===== config.mk =====
export PLATFORM = sky130hd
export DESIGN_NAME = smem_query_arbiter
export DESIGN_NICKNAME = d
export VERILOG_FILES = /design/src/rtl/smem_query_arbiter.sv
export SDC_FILE = /design/constraint.sdc
export NUM_CORES = 1
export LEC_CHECK = 0
export CORE_AREA = 2 2 66 116
export DETAILED_ROUTE_END_ITERATION = 10
export DIE_AREA = 0 0 68 118
export GPL_TIMING_DRIVEN = 0
export MAX_ROUTING_LAYER = met4
export PLACE_DENSITY = 0.85
export SKIP_CTS_REPAIR_TIMING = 1
export SYNTH_ARGS = -nofsm -noshare
export SYNTH_HDL_FRONTEND = slang
export SYNTH_SLANG_ARGS = --single-unit

===== constraint.sdc =====
create_clock -name clk -period 10.34 [get_ports clk]
set_input_delay 2.068 -clock clk [delete_from_list [all_inputs] [get_ports clk]]
set_output_delay 2.068 -clock clk [all_outputs]
set_load 0.02 [all_outputs]

===== src/rtl/smem_query_arbiter.sv =====
`default_nettype none
// ============================================================================
// Module   : smem_query_arbiter
// Brief    : Round-robin sharing of the 3-stage read-symbol RAM query port,
//            with a stall-aware tag pipeline that steers symbols back.
// Revision : 1.0 - initial release
// ============================================================================
module smem_query_arbiter #(
  parameter int                        NUM_REQ        = 4,
  parameter int                        READ_NUM_WIDTH = 6,
  parameter int                        POS_WIDTH      = 7,
  parameter int                        STATUS_WIDTH   = 6,
  parameter int                        LATENCY        = 3,
  parameter logic [STATUS_WIDTH-1:0]   BUBBLE         = 6'b110000
) (
  input  logic                                clk,
  input  logic                                reset_n,
  input  logic                                stall,
  input  logic [NUM_REQ-1:0]                  req_valid,
  input  logic [NUM_REQ*READ_NUM_WIDTH-1:0]   req_read_num,
  input  logic [NUM_REQ*POS_WIDTH-1:0]        req_position,
  input  logic [NUM_REQ*STATUS_WIDTH-1:0]     req_status,
  output logic [NUM_REQ-1:0]                  req_grant,
  output logic [STATUS_WIDTH-1:0]             status_query,
  output logic [POS_WIDTH-1:0]                query_position,
  output logic [READ_NUM_WIDTH-1:0]           query_read_num,
  input  logic [7:0]                          new_read_query,
  output logic [NUM_REQ-1:0]                  rsp_valid,
  output logic [7:0]                          rsp_data,
  output logic [POS_WIDTH-1:0]                rsp_position,
  output logic [READ_NUM_WIDTH-1:0]           rsp_read_num,
  output logic [1:0]                          in_flight,
  output logic                                idle
);

  localparam int ID_W  = (NUM_REQ > 1) ? $clog2(NUM_REQ) : 1;
  localparam int CNT_W = $clog2(LATENCY + 1) + 1;
  localparam int LAST  = LATENCY - 1;

  logic [STATUS_WIDTH-1:0]   slice_status [NUM_REQ];
  logic [POS_WIDTH-1:0]      slice_pos    [NUM_REQ];
  logic [READ_NUM_WIDTH-1:0] slice_rd     [NUM_REQ];
  logic [NUM_REQ-1:0]        eligible;

  logic                      run;
  logic                      accept;
  logic [ID_W-1:0]           grant_id;
  logic [ID_W:0]             idx_sum;
  logic [ID_W:0]             rr_next;

  logic [ID_W-1:0]                            rr_ptr_q,    rr_ptr_d;
  logic [LATENCY-1:0]                         tag_valid_q, tag_valid_d;
  logic [LATENCY-1:0][ID_W-1:0]               tag_id_q,    tag_id_d;
  logic [LATENCY-1:0][POS_WIDTH-1:0]          tag_pos_q,   tag_pos_d;
  logic [LATENCY-1:0][READ_NUM_WIDTH-1:0]     tag_rd_q,    tag_rd_d;

  logic [CNT_W-1:0]          valid_cnt;

  // A requester parked on the idle status code never competes for the port.
  for (genvar gi = 0; gi < NUM_REQ; gi++) begin : g_slice
    assign slice_status[gi] = req_status[gi*STATUS_WIDTH +: STATUS_WIDTH];
    assign slice_pos[gi]    = req_position[gi*POS_WIDTH +: POS_WIDTH];
    assign slice_rd[gi]     = req_read_num[gi*READ_NUM_WIDTH +: READ_NUM_WIDTH];
    assign eligible[gi]     = req_valid[gi] && (slice_status[gi] != BUBBLE);
  end

  // Reset also blocks grants so the RAM sees a bubble while reset is held.
  assign run = reset_n && !stall;

  always_comb begin
    req_grant = '0;
    grant_id  = '0;
    accept    = 1'b0;
    idx_sum   = '0;
    for (int k = 0; k < NUM_REQ; k++) begin
      idx_sum = {1'b0, rr_ptr_q} + (ID_W+1)'(k);
      if (idx_sum >= (ID_W+1)'(NUM_REQ)) begin
        idx_sum = idx_sum - (ID_W+1)'(NUM_REQ);
      end
      if (!accept && run && eligible[idx_sum[ID_W-1:0]]) begin
        accept                         = 1'b1;
        grant_id                       = idx_sum[ID_W-1:0];
        req_grant[idx_sum[ID_W-1:0]]   = 1'b1;
      end
    end
  end

  always_comb begin
    status_query   = BUBBLE;
    query_position = '0;
    query_read_num = '0;
    if (accept) begin
      status_query   = slice_status[grant_id];
      query_position = slice_pos[grant_id];
      query_read_num = slice_rd[grant_id];
    end
  end

  always_comb begin
    rr_ptr_d = rr_ptr_q;
    rr_next  = {1'b0, grant_id} + 1'b1;
    if (accept) begin
      rr_ptr_d = (rr_next == (ID_W+1)'(NUM_REQ)) ? '0 : rr_next[ID_W-1:0];
    end
  end

  // Tags shift only on edges where the RAM pipeline advances.
  always_comb begin
    tag_valid_d = tag_valid_q;
    tag_id_d    = tag_id_q;
    tag_pos_d   = tag_pos_q;
    tag_rd_d    = tag_rd_q;
    if (!stall) begin
      tag_valid_d[0] = accept;
      tag_id_d[0]    = grant_id;
      tag_pos_d[0]   = query_position;
      tag_rd_d[0]    = query_read_num;
      for (int k = 1; k < LATENCY; k++) begin
        tag_valid_d[k] = tag_valid_q[k-1];
        tag_id_d[k]    = tag_id_q[k-1];
        tag_pos_d[k]   = tag_pos_q[k-1];
        tag_rd_d[k]    = tag_rd_q[k-1];
      end
    end
  end

  always_ff @(posedge clk or negedge reset_n) begin
    if (!reset_n) begin
      rr_ptr_q    <= '0;
      tag_valid_q <= '0;
      tag_id_q    <= '0;
      tag_pos_q   <= '0;
      tag_rd_q    <= '0;
    end else begin
      rr_ptr_q    <= rr_ptr_d;
      tag_valid_q <= tag_valid_d;
      tag_id_q    <= tag_id_d;
      tag_pos_q   <= tag_pos_d;
      tag_rd_q    <= tag_rd_d;
    end
  end

  always_comb begin
    rsp_valid    = '0;
    rsp_data     = '0;
    rsp_position = '0;
    rsp_read_num = '0;
    if (tag_valid_q[LAST]) begin
      rsp_data     = new_read_query;
      rsp_position = tag_pos_q[LAST];
      rsp_read_num = tag_rd_q[LAST];
      if (!stall) begin
        rsp_valid[tag_id_q[LAST]] = 1'b1;
      end
    end
  end

  always_comb begin
    valid_cnt = '0;
    for (int k = 0; k < LATENCY; k++) begin
      valid_cnt = valid_cnt + CNT_W'(tag_valid_q[k]);
    end
    in_flight = (valid_cnt > CNT_W'(3)) ? 2'd3 : valid_cnt[1:0];
  end

  assign idle = !(|tag_valid_q) && !(|req_valid);

endmodule
`default_nettype wire


==> metrics, run 1 <==
ys async rst share=100%; final hold viol count=0; critical path class=input port to primary output; CTS tree=yes; maximum VDD drop=0.137 mV; Post-Syn Instances=a little under 300; final hold slack=494 ps; # fillers=approximately 550; TritonRoute pass-1 iters=5; clk buf depth=2; DRC=0; CP max stage delay=980 ps; synthesized-area fraction occupied by xor and xnor cells=0%; Iteration-0 DRC Markers=191; RSZ-0062 raised after global routing=false; via total after detailed routing=3087; H-tree levels=2; fmax=127 MHz; largest family of logic cells by synthesized area=multiplexers; ANT nets after route=0; PwrDens=217 nW/um2; worst r2r dst=rr_ptr_q[1]; Die Y=118 um; Post-Synth Simple-Gate Area=14.3%; worst path cell trace=clkdlybuf4s50_1 -> or4b_1 -> o21ai_1 -> mux2_2 -> nand3_1 -> a2111oi_0 -> a222oi_1 -> nand2_1 -> clkdlybuf4s50_1; Distinct cells, synth=48; number of synthesized flops with an enable pin=0; CTS buffer count=5; RR Startpoint=rr_ptr_q[1]; Slew headroom=between 20% and 30%; clk sinks=50; full die area=8020 um2; Warnings, synthesis=0; initial antenna violation count=0; area of the multi-input gates=between 1500 and 2000 um2; antenna fix cells=0; flop-to-flop setup slack=6800 ps; hold depth=2; global route overflow=0; Worst-path clk slew=60 ps; source of the critical timing path=req_status[7]; CP endpoint kind=primary output; outcome=completed; Post-Route Utilization=68.7%; Post-Synth Adder-Cell Area=~2.6%; largest net degree at the start of global routing=32; Hold WC Path Type=register to register; Main synth FF type=dfrtp_1; syn avg cell area=10.7 um2; max_cap viols=0; Slew Limit Fails=0; worst-margin pin slew=around 1100 ps; wire length per cell=19.2 um; placer congestion estimate=0.839; clock latency on the worst-skew pair=280 ps; sequential fraction of the synthesis area=39.2%; core region area=7080 um2; Starting Density=45.1%; worst endpoint required time=8270 ps; DRT Wirelength=10200 um; post-synthesis mux area share=25.0%; fin worst setup slack=roughly 2500 ps; master of the slowest instance on the critical path=a2111oi_0; leak pwr=2.14 nW; DP Worst Slack=2560 ps; Reg2Reg Depth=13; IO Pins=142; Synth Cell Area=3190 um2; Sequential cell area=1250 um2; Final #Nets=543; crit share post-route=76.0%; setup tns final=0 ps; Via-to-Cell Ratio=5.79; data arrival time of the worst path=5790 ps; detailed-placement wirelength estimate=around 8200 um; Max FO, Critical Path=6; number of global-route vias before repair=3216; Die X-Extent=around 68 um; port bufs=140; Area Overhead vs Synth=52.5%; row cnt=just over 40; all-layer global routing usage=27.2%; syn_nets=~400; Compound-Gate Fraction of Synth Area=15.3%; first-pass GRT wire length=16100 um; Finish-stage setup viols=0; Seq cells post-synth=50; Worst setup SP type=input port; most used cell, CP=clkdlybuf4s50_1; CTS root buf=clkbuf_16; min cycle time layout=7860 ps; skew final=between 2 and 3 ps; ratio of cells with drive above 1 in the final layout=between 10% and 20%; CP endpoint=req_grant[0]
[kinds of logic (layout without fill, tap and decap cells)]
kind of cell / after synthesis / after routing
AND/OR/NAND/NOR: 81 / 81
multiplexers: 75 / 75
AO/OA/AOI/OAI: 62 / 62
flip-flops: 50 / 50
buffers and inverters: 24 / 173
adder cells (fa/ha/maj): 6 / 6
[cell type report]
type | count | share of cell area [%]
Tap cell | 86 | 2.21
Clock buffer | 6 | 2.85
Timing Repair Buffer | 141 | 29.1
Buffer | 19 | 2.03
Clock inverter | 2 | 0.257
Multi-Input combinational cell | 224 | 37.4
Inverter | 5 | 0.386
Sequential cell | 50 | 25.7
[cells in the final DEF, fill, tap and decap left out, types with 2 or more instances in the layout]
| cell | instances |
|---|---|
| clkdlybuf4s50_1 | 139 |
| dfrtp_1 | 50 |
| mux2i_1 | 39 |
| mux2_2 | 35 |
| nand2_1 | 30 |
| and2_1 | 21 |
| o22ai_1 | 17 |
| o221ai_1 | 13 |
| clkbuf_1 | 10 |
| inv_1 | 5 |
| buf_2 | 5 |
| o21ai_0 | 5 |
| o211ai_1 | 5 |
| ha_1 | 5 |
| clkbuf_16 | 5 |
| a222oi_1 | 4 |
| o21ai_1 | 3 |
| nand2b_1 | 3 |
| nand3_1 | 3 |
| nor2_1 | 3 |
| or4_1 | 2 |
| or4b_1 | 2 |
| and3_1 | 2 |
| nor3_1 | 2 |
| nand3b_1 | 2 |
| a21o_1 | 2 |
| nor2b_1 | 2 |
| a211oi_1 | 2 |
| nor4b_1 | 2 |
| buf_6 | 2 |
| buf_4 | 2 |
| nor4bb_1 | 2 |
| a2bb2oi_1 | 2 |
[state kept, by name (all words and copies together), names as in the netlist]
register	cells
rr_ptr_q	2
tag_rd_q	18
tag_id_q	6
tag_valid_q	3
tag_pos_q	21
[how the worst min path moves through the flow]
| stage | start | end | slack (ps) |
|---|---|---|---|
| after floorplan | tag_id_q[1] | tag_id_q[1] | 450 |
| after global placement | tag_id_q[0] | tag_id_q[0] | 460 |
| after detailed placement | tag_id_q[1] | tag_id_q[1] | 470 |
| after CTS | tag_id_q[1] | tag_id_q[1] | 490 |
| after global routing | tag_rd_q[16] | tag_rd_q[16] | 510 |
| final | tag_id_q[1] | tag_id_q[1] | 490 |
[worst max-delay path, delay by kind of cell]
kind            cells  cell delay [ps]
mux                 1              280
compound gates      3             1690
simple gates        3              750
buf+inv             2             1020
[per-layer routing]
metal	vias to the layer above	track usage [%]	share of wire, %
li1	1422	-	-
met1	1508	28.6	35
met2	128	48.5	57
met3	29	3.35	4.3
met4	0	11.3	3.7
met5	-	-	0
[synthesized netlist by cell type (5+ instances only)]
cell type / n / area (um2)
o211ai_1: 5 / 37.5
ha_1: 5 / 62.6
o22ai_1: 17 / 106
o21ai_0: 5 / 25.0
inv_1: 5 / 18.8
clkbuf_1: 10 / 37.5
mux2_2: 35 / 394
o221ai_1: 13 / 114
dfrtp_1: 50 / 1250
nand2_1: 30 / 113
mux2i_1: 39 / 390
and2_1: 21 / 131
[report_power, final]
group          internal [W]  switching, W  total, W
sequential         0.000278     0.0000544  0.000332
combinational      0.000279      0.000278  0.000557
clock             0.0000958     0.0000681  0.000164
total              0.000652      0.000401   0.00105
[metrics by stage]
step	std cells	cell area (um2)	total power, W
floorplan	298	3190	0.000678
global placement	524	4700	0.000872
detailed placement	525	4710	0.000890
CTS	533	4860	0.00106
global route	533	4860	0.00111
finish	533	4860	0.00105
Note: power is estimated with default switching activity, not from simulation.
==> inputs of run 2 (changes only) <==
- CORE_AREA: 2 2 66 116 -> 2 2 69 119
- DIE_AREA: 0 0 68 118 -> 0 0 71 121
- PLACE_DENSITY: 0.85 -> 0.8
- clock period: 10.34 -> 8.1 ns (I/O delays scaled with it)
==> metrics, run 2 (synthesis gave the netlist of run 1 again) <==
CP endpoint kind=primary output; ANT nets after route=0 (unchanged); Hold WC Path Type=register to register; flop-to-flop setup slack=4510 ps (-2290 ps); largest net degree at the start of global routing=33 (+3.1%); leak pwr=2.13 nW (-0.41%); core region area=7620 um2 (+7.6%); Finish-stage setup viols=0 (unchanged); Via-to-Cell Ratio=5.67 (-2.1%); data arrival time of the worst path=5310 ps (-480 ps); Biggest register=tag_pos_q; clk buf depth=2 (unchanged); placer congestion estimate=0.914 (+9.0%); biggest regs=tag_pos_q x21, tag_rd_q x18, tag_id_q x6; full die area=8590 um2 (+7.1%); ratio of cells with drive above 1 in the final layout=12.3% (-0.64 points); Slew headroom=31.6% (+6.3 points); initial antenna violation count=0 (unchanged); skew final=2.54 ps (-0.343 ps); most frequent cells in the layout=clkdlybuf4s50_1 (139), dfrtp_1 (50), mux2i_1 (39), mux2_2 (35), nand2_1 (30); CTS buffer count=5 (unchanged); # fillers=628 (+14%); IO Pins=142 (unchanged); Reg2Reg Depth=13 (unchanged); Iteration-0 DRC Markers=194 (+1.6%); setup tns final=0 ps (unchanged); DRT Wirelength=9830 um (-4.0%); outcome=completed; first-pass GRT wire length=15500 um (-3.4%); all-layer global routing usage=23.6% (-3.6 points); Hold Path Origin=tag_pos_q[4]; H-tree levels=2 (unchanged); Starting Density=41.9% (-3.2 points); row cnt=42 (+2.4%); worst r2r dst=rr_ptr_q[1]; critical path class=input port to primary output; Die Y=121 um (+2.5%); clock latency on the worst-skew pair=280 ps (about the same); TritonRoute pass-1 iters=4 (-1); CTS root buf=clkbuf_16; Worst-path clk slew=60 ps (about the same); clk sinks=50 (unchanged); Final #Nets=543 (unchanged); max FFs per register=21 (unchanged); Worst setup SP type=input port; Post-Route Utilization=63.6% (-5.1 points); max_cap viols=0 (unchanged); worst-margin pin slew=1000 ps (-92.2 ps); number of global-route vias before repair=3147 (-2.1%); port bufs=140 (unchanged); antenna fix cells=0 (unchanged); Die X-Extent=71 um (+4.4%); maximum VDD drop=0.145 mV (+5.9%); Max FO, Critical Path=32 (+26); worst endpoint required time=6480 ps (-1790 ps); detailed-placement wirelength estimate=7990 um (-2.5%); wire length per cell=18.4 um (-4.2%); fin worst setup slack=1170 ps (-1310 ps); PwrDens=271 nW/um2 (+25%); RSZ-0062 raised after global routing=false; CP endpoint=query_read_num[4]; RR Startpoint=rr_ptr_q[1]; DRC=0 (unchanged); crit share post-route=85.5%; CTS tree=yes; fmax=144 MHz; most common cell after layout, fill and taps aside=clkdlybuf4s50_1; final hold viol count=0 (unchanged); global route overflow=0 (unchanged); DP Worst Slack=1230 ps (-1330 ps); source of the critical timing path=reset_n; Area Overhead vs Synth=52.0%; Slew Limit Fails=0 (unchanged); via total after detailed routing=3029 (-1.9%); min cycle time layout=6930 ps
[run 2: layout make-up]
class | instances | area (um2) | area share [%]
Inverter | 5 | 18.8 | 0.387
Sequential cell | 50 | 1250 | 25.8
Multi-Input combinational cell | 224 | 1820 | 37.5
Timing Repair Buffer | 141 | 1420 | 29.2
Tap cell | 88 | 110 | 2.27
Clock buffer | 7 | 133 | 2.74
Buffer | 19 | 98.8 | 2.04
[run 2: stage by stage]
stage / total power (W) / hold slack (ps) / std cells / area (um2)
final: 0.00131 / 492 / 534 / 4850
after global routing: 0.00139 / 512 / 534 / 4850
after CTS: 0.00132 / 495 / 534 / 4850
after detailed placement: 0.00113 / 480 / 527 / 4720
after global placement: 0.00111 / 462 / 526 / 4700
after floorplan: 0.000865 / 445 / 298 / 3190
[run 2: worst min path at each step]
| stage | to | slack, ps | depth (start not counted) |
|---|---|---|---|
| CTS | tag_id_q[1] | 500 | 2 |
| detailed placement | tag_id_q[1] | 480 | 2 |
| global placement | tag_id_q[0] | 460 | 2 |
| floorplan | tag_id_q[1] | 450 | 2 |
| finish | tag_pos_q[4] | 490 | 2 |
| global route | tag_pos_q[15] | 510 | 1 |
[run 2: worst max-delay path, stage by stage]
cell and delay (ps):
buf_2 400, buf_12 270, nand2b_1 170, a211oi_1 660
o211ai_1 210, nor4b_1 190, a211oi_2 430, nand2_1 210
buf_2 260, o22ai_1 220, clkdlybuf4s50_1 640
[run 2: routing by layer]
layer / global-route usage, % / vias up / routed length, um
met5: - / - / 0
met4: 8.61 / 0 / 316
met3: 2.82 / 24 / 503
met2: 43.5 / 129 / 5610
met1: 25.5 / 1444 / 3400
li1: - / 1432 / -
[run 2: where the power goes]
group	switching, W	internal, W
Clock	0.0000800	0.000113
Combinational	0.000350	0.000356
Sequential	0.0000616	0.000355
Total	0.000492	0.000823
==> inputs of run 3 (changes only) <==
- CAP_MARGIN: default -> 20
- CTS_CLUSTER_DIAMETER: default -> 30
==> results of run 3 <==
No change in the layout: final DEF, timing and power equal those of run 2.
